## config.mk

```make
export PLATFORM = sky130hd
export DESIGN_NAME = step_ctrl
export DESIGN_NICKNAME = d
export VERILOG_FILES = /design/src/rtl/step_ctrl_pkg.sv /design/src/rtl/step_ctrl_debounce.sv /design/src/rtl/step_ctrl.sv
export SDC_FILE = /design/constraint.sdc
export NUM_CORES = 1
export LEC_CHECK = 0
export CORE_AREA = 2 2 58 60
export CTS_CLUSTER_DIAMETER = 40
export DETAILED_ROUTE_END_ITERATION = 10
export DIE_AREA = 0 0 60 62
export PLACE_DENSITY = 0.6
export SYNTH_ARGS = -nofsm -noshare
export SYNTH_HDL_FRONTEND = slang
export SYNTH_SLANG_ARGS = --single-unit
```

## constraint.sdc

```tcl
create_clock -name clkin -period 1.8 [get_ports clkin]
set_input_delay 0.27 -clock clkin [delete_from_list [all_inputs] [get_ports clkin]]
set_output_delay 0.27 -clock clkin [all_outputs]
set_load 0.02 [all_outputs]
```

## src/rtl/step_ctrl_pkg.sv

```systemverilog
// step_ctrl shared types and defaults.
// State encoding and debounce default length.
package step_ctrl_pkg;

  typedef enum logic [1:0] {
    IDLE   = 2'b00,
    RUN    = 2'b01,
    STEP   = 2'b10,
    HALTED = 2'b11
  } state_t;

  // 10 ms of stable input at 50 MHz
  localparam int DB_CYCLES_DEF = 500000;
  localparam int CNT_W_DEF     = 16;

endpackage

```

## src/rtl/step_ctrl_debounce.sv

```systemverilog
// btn_debounce: level filter for a synced button.
// Output follows input after DB_CYCLES stable cycles.
module btn_debounce
  import step_ctrl_pkg::*;
#(
  parameter int DB_CYCLES = DB_CYCLES_DEF
) (
  input  logic clkin,
  input  logic clr,
  input  logic din,
  output logic dout
);

  localparam int CW = $clog2(DB_CYCLES + 1);
  localparam logic [CW-1:0] LAST = CW'(DB_CYCLES - 1);

  logic [CW-1:0] cnt;

  // count consecutive mismatches; any agreement restarts
  always_ff @(posedge clkin or posedge clr) begin
    if (clr) begin
      cnt  <= '0;
      dout <= 1'b0;
    end else if (din != dout) begin
      if (cnt == LAST) begin
        cnt  <= '0;
        dout <= din;
      end else begin
        cnt <= cnt + 1'b1;
      end
    end else begin
      cnt <= '0;
    end
  end

endmodule

```

## src/rtl/step_ctrl.sv

```systemverilog
// step_ctrl: run / single-step CPU clock enable.
// STEP_CTRL_DEBOUNCE_EN adds the step_btn filter.
module step_ctrl
  import step_ctrl_pkg::*;
#(
  parameter int DB_CYCLES = DB_CYCLES_DEF,
  parameter int CNT_W     = CNT_W_DEF
) (
  input  logic             clkin,
  input  logic             clr,
  input  logic             tick,
  input  logic             run_sw,
  input  logic             step_btn,
  input  logic             halt,
  output logic             cpu_en,
  output logic [1:0]       state,
  output logic [CNT_W-1:0] step_cnt
);

  logic   t_s1, t_s2, t_q;
  logic   r_s1, run_s;
  logic   b_s1, b_s;
  logic   filt, filt_q;
  logic   tick_rise, press;
  logic   en_nxt;
  state_t st, st_nxt;

  // synchronizers plus edge-history flops
  always_ff @(posedge clkin or posedge clr) begin
    if (clr) begin
      t_s1   <= 1'b0;
      t_s2   <= 1'b0;
      t_q    <= 1'b0;
      r_s1   <= 1'b0;
      run_s  <= 1'b0;
      b_s1   <= 1'b0;
      b_s    <= 1'b0;
      filt_q <= 1'b0;
    end else begin
      t_s1   <= tick;
      t_s2   <= t_s1;
      t_q    <= t_s2;
      r_s1   <= run_sw;
      run_s  <= r_s1;
      b_s1   <= step_btn;
      b_s    <= b_s1;
      filt_q <= filt;
    end
  end

`ifdef STEP_CTRL_DEBOUNCE_EN
  btn_debounce #(
    .DB_CYCLES(DB_CYCLES)
  ) u_db (
    .clkin(clkin),
    .clr  (clr),
    .din  (b_s),
    .dout (filt)
  );
`else
  logic unused_db;
  assign unused_db = (DB_CYCLES > 0);
  assign filt      = b_s;
`endif

  assign tick_rise = t_s2 & ~t_q;
  assign press     = filt & ~filt_q;

  // mode register, pulse register and pulse count
  always_ff @(posedge clkin or posedge clr) begin
    if (clr) begin
      st       <= IDLE;
      cpu_en   <= 1'b0;
      step_cnt <= '0;
    end else begin
      st       <= st_nxt;
      cpu_en   <= en_nxt;
      step_cnt <= step_cnt + CNT_W'(cpu_en);
    end
  end

  // next mode and pulse; halt beats run_sw beats press
  always_comb begin
    st_nxt = st;
    en_nxt = 1'b0;
    unique case (st)
      IDLE: begin
        if (halt)       st_nxt = HALTED;
        else if (run_s) st_nxt = RUN;
        else if (press) st_nxt = STEP;
      end
      RUN: begin
        if (halt)        st_nxt = HALTED;
        else if (!run_s) st_nxt = IDLE;
        else             en_nxt = tick_rise;
      end
      STEP: begin
        if (halt)       st_nxt = HALTED;
        else if (run_s) st_nxt = RUN;
        else if (tick_rise) begin
          en_nxt = 1'b1;
          st_nxt = IDLE;
        end
      end
      HALTED: begin
        if (!halt && !run_s) st_nxt = IDLE;
      end
      default: st_nxt = IDLE;
    endcase
  end

  assign state = st;

endmodule

```

# After elaboration in Yosys (flattened, before gate mapping)
# Index checks and enable logic that the tools add are counted.
# op_classes
n_addsub	1
mul	0
n_div	0
magnitude_cmp	0
eq_ne	7
shift	0
muxes	16
bitwise_logic	4
reduce_logical	5
# ops
cell	count
$mux W2	9
$add A16 B1 Y16	1
$ne A4 B4 Y1 const B	2
$pmux W2 S4	1
$mux W1	5
$eq A2 B2 Y1 const B	2
$reduce_and A4 Y1	1
$ne A3 B3 Y1 const B	1
$and A1 B1 Y1	2
$eq A2 B1 Y1 const B	1
$logic_not A1 Y1	2
$logic_not A2 Y1	1
$ne A2 B2 Y1 const B	1
$not A1 Y1	2
$pmux W1 S2	1
$logic_and A1 B1 Y1	1
# word_totals
ff_bits	27
latchBits	0
ramBits	0
romBits	0
output_inout_bits	19
wordCells	44
memories	0

# Logic depth before layout (Yosys ltp)
# depth
word_depth	6
mapped_depth	5

# Worst setup path after synthesis
# No wires, ideal clock.
# synth_path
path_kind	flip-flop to flip-flop
start	reg st[0], in the netlist state[0]
end	reg st[1], in the netlist state[1]
arrival_ns	1.536
path_slack_ns	0.138
stages_incl_launch_ff	6
n_path_buf	0
synth_period_minus_slack_ns	1.662
path_cell_list	dfrtp_1 > inv_1 > ha_1 > a2111oi_2 > a221oi_1 > a311o_1
# synth_via
elab_chain_len	3
elab_cells_between_ends	10
# synth_rtl
item	line	text
from (decl)	step_ctrl.sv:26	state_t st, st_nxt;
from (signal assigned)	step_ctrl.sv:76	st <= st_nxt;
$eq A2 B2 Y1 (tied with other cells)	step_ctrl.sv:86	unique case (st)
$ne A4 B4 Y1 (no source line) (tied with other cells)	--	
$reduce_and A4 Y1 (no source line)	--	
# Parallel ways exist; a longest one is shown, timed or not.
# A chain may end at the register's enable or synchronous reset.

# Final worst setup path
# layout_path
start	reg step_cnt[5]
end	out step_cnt[5]
# layout_lines
item	line	text
from (decl)	step_ctrl.sv:17	output logic [CNT_W-1:0] step_cnt
from (signal assigned)	step_ctrl.sv:78	step_cnt <= step_cnt + CNT_W'(cpu_en);
# No word-level cell between the ends.

==> flow_summary.json <==
{
  "status": "finished clean",
  "drv_slew": 0,
  "critPathKind": "flip-flop to primary output",
  "swShare": 0.325,
  "cp_slowest_cell": "clkdlybuf4s50_1",
  "synth_ff_type": "dfrtp_1",
  "setup_tns_ns": 0,
  "crit_path_max_fanout": 4,
  "finalSetupViolCount": 0,
  "drc": 0,
  "power_uw": 1440,
  "wl_per_cell_um": 12.1,
  "drive_gt1_frac": 0.102,
  "gp_congestion": 0.771,
  "yosysTopAreaCell": "dfrtp_1",
  "h-tree-depth": 1,
  "max-slew-margin-rel": 0.757,
  "drt-pass1-iter-count": 4,
  "hold_path.class": "input pin to async pin",
  "die-area_mm2": 0.00372,
  "path_clk_slew_ns": 0.14,
  "p_switching_uw": 467,
  "die_w_um": 60,
  "ys_ff_latch": 27,
  "hold_violations": 0,
  "antenna_cells": 0,
  "reg2regPathDepth": 5,
  "syn_area_mm2": 0.00120,
  "netlist.area_leader.share": 0.565,
  "cts_sinks": 27,
  "rsz0062_at_grt": "no",
  "postCtsHoldBufs": 0,
  "cts-root-buf": "clkbuf_4",
  "yosys_warnings": 0,
  "grt_max_degree": 28,
  "p_per_area_mw_per_mm2": 938,
  "area_delta_synth_final_pct": 28.3,
  "crit_chain": "clkdlybuf4s50_1",
  "min_period_ns": 1.69,
  "critical_path.startpoint": "step_cnt[5]",
  "synth.distinct_cells": 25,
  "layout.nets": 142,
  "async_flop_share": 1.00,
  "io_pins": 25,
  "core_area_mm2": 0.00318,
  "p_clk_frac": 0.173,
  "ctsLongestPathBuffers": 2,
  "synth_cells": 99,
  "cts_inserted_buffers": 3,
  "cts_tree": "built",
  "cp.required_ns": 1.53,
  "path_buf_inv": 1,
  "vias": 827,
  "endpoint": "step_cnt[5]",
  "floorplan.initialDensity": 0.376,
  "grt.overflow.total": 0,
  "arrival_ns": 1.42,
  "via_per_inst": 4.75,
  "portBuffers": 24,
  "synth.net_count": 112,
  "ir_drop_v": 0.000392,
  "die_y_um": 62,
  "synth.area.top_cells": "dfrtp_1 (56%), xor2_1 (8.1%), ha_1 (7.3%)",
  "syn_avg_cell_area_um2": 12.1,
  "grt_pass1_wl_um": 3550,
  "synth_edf_count": 0,
  "ys_seq_area_frac": 0.565,
  "grt_pass1_vias": 776,
  "drt_iter0_drc": 20,
  "skew_ns": 0.00453,
  "path_delay_family": "buffers and inverters",
  "clkLatencyLatePin_ns": 0.31,
  "dpl.hpwl_um": 1550,
  "r2r_setup_slack_ns": 0.11,
  "grt_usage": 0.128,
  "comb_power_share": 0.325,
  "r2r_end": "state[1]",
  "fin_crit_sh": 0.937,
  "num_rows": 21,
  "leakage_uw": 0.000734,
  "ant_nets": 0,
  "slowest_delay_ns": 0.64,
  "tightest_slew_ns": 0.361,
  "pwr-share-seq": 0.502,
  "r2r-start": "state[1]",
  "max_freq_mhz": 593,
  "path_depth": 1,
  "antenna_found_initial": 0,
  "cap_violations": 0,
  "internal-power_uw": 972,
  "drt_wl_total_um": 2100,
  "cp-start-kind": "flip-flop",
  "end_kind": "primary output"
}
-- worst register-to-register path, delay by kind of cell, from the launching register on --
family                   cells  cell delay [ns]
AO/OA/AOI/OAI                3             0.78
flip-flops                   1             0.45
adder cells (fa/ha/maj)      1             0.23
buffers and inverters        1             0.12
-- power groups by stage --
| stage | clock network (uW) | registers, uW | logic, uW |
|---|---|---|---|
| 2_1_floorplan | 0 | 781 | 245 |
| 3_3_place_gp | 0 | 729 | 450 |
| 3_5_place_dp | 0 | 732 | 466 |
| 4_1_cts | 272 | 721 | 468 |
| 5_1_grt | 290 | 733 | 521 |
| 6_report | 249 | 723 | 467 |
-- state kept, by name, indices dropped and copies added, names as in the netlist --
register	count
r_s1	1
filt_q	1
state	2
t_q	1
run_s	1
t_s2	1
b_s	1
b_s1	1
step_cnt	16
cpu_en	1
t_s1	1
-- logic make-up after synthesis --
kind of cell | share of synthesized area
buf+inv | 0.0220
compound gates | 0.0711
fa+ha+maj | 0.0732
simple gates | 0.166
xor+xnor | 0.103
flops | 0.565
-- cells in the final DEF, fill, tap and decap left out --
| cell | instances |
|---|---|
| dfrtp_1 | 24 |
| clkdlybuf4s50_1 | 23 |
| xor2_1 | 11 |
| inv_1 | 7 |
| ha_1 | 7 |
| nand2_1 | 6 |
| nor2_1 | 5 |
| nor4_1 | 4 |
| nand3_1 | 4 |
| nor3_1 | 4 |
| xnor2_1 | 3 |
| nor2b_1 | 3 |
| o21ai_0 | 3 |
| clkbuf_4 | 3 |
| dfrtp_2 | 3 |
| nand4_1 | 2 |
| o221a_2 | 2 |
| nand3_2 | 1 |
| nand4_4 | 1 |
| and4_1 | 1 |
| o31ai_1 | 1 |
| or4_1 | 1 |
| o22ai_1 | 1 |
| nand2b_1 | 1 |
| a2111oi_2 | 1 |
| a221oi_1 | 1 |
| nor3b_1 | 1 |
| a311o_1 | 1 |
| clkinv_2 | 1 |
| dlymetal6s2s_1 | 1 |
| buf_4 | 1 |
-- cell usage after synthesis, drive strengths merged (3+ instances only) --
library cell   n
nor3           4
ha             7
inv            7
xnor2          3
o21ai          3
nand3          5
dfrtp         27
nand4          3
xor2          11
nor4           4
nor2           5
nor2b          3
nand2          6
-- worst min path at each step --
stage	startpoint	endpoint	slack [ns]	cells past startpoint
after global routing	clr	step_cnt[10]	0.33	3
after detailed placement	t_s1	t_s2	0.34	0
after global placement	b_s1	b_s	0.33	0
after floorplan	step_btn	b_s1	0.30	0
after CTS	clr	step_cnt[15]	0.28	3
final	clr	step_cnt[15]	0.29	3
-- what timing repair did --
action,4_1_cts,5_1_grt
setup buffers,0,0
endpoints found under the setup margin,0,4
gates resized for setup,0,4
hold endpoints to repair,0,0
-- per-stage QoR --
stage               worst slack, ns  utilization  cell area, um^2  hold WS, ns  instances
CTS                          0.0130        0.481             1530        0.284        174
floorplan                     0.138            -             1200        0.301         99
finish                        0.113        0.483             1540        0.285        174
global route                 0.0101        0.483             1540        0.328        174
detailed placement           0.0483        0.472             1500        0.336        170
global placement              0.138        0.472             1500        0.332        170
-- layer usage --
layer	up-vias	GRT usage	routed length, um
met4	0	0.0508	13
met5	-	0	0
met2	17	0.196	1040
met1	404	0.184	977
li1	404	-	-
met3	2	0.0186	69
-- cell type report --
type                    instances  area [um^2]
fillers                       280         1640
flip-flops and latches         27          679
multi-input cells              65          494
repair buffers                 25          250
well taps                      46         57.6
inverters                       7         26.3
clock buffers                   3         22.5
clock inverters                 1         5.00
Power figures use the tool's default switching activity.
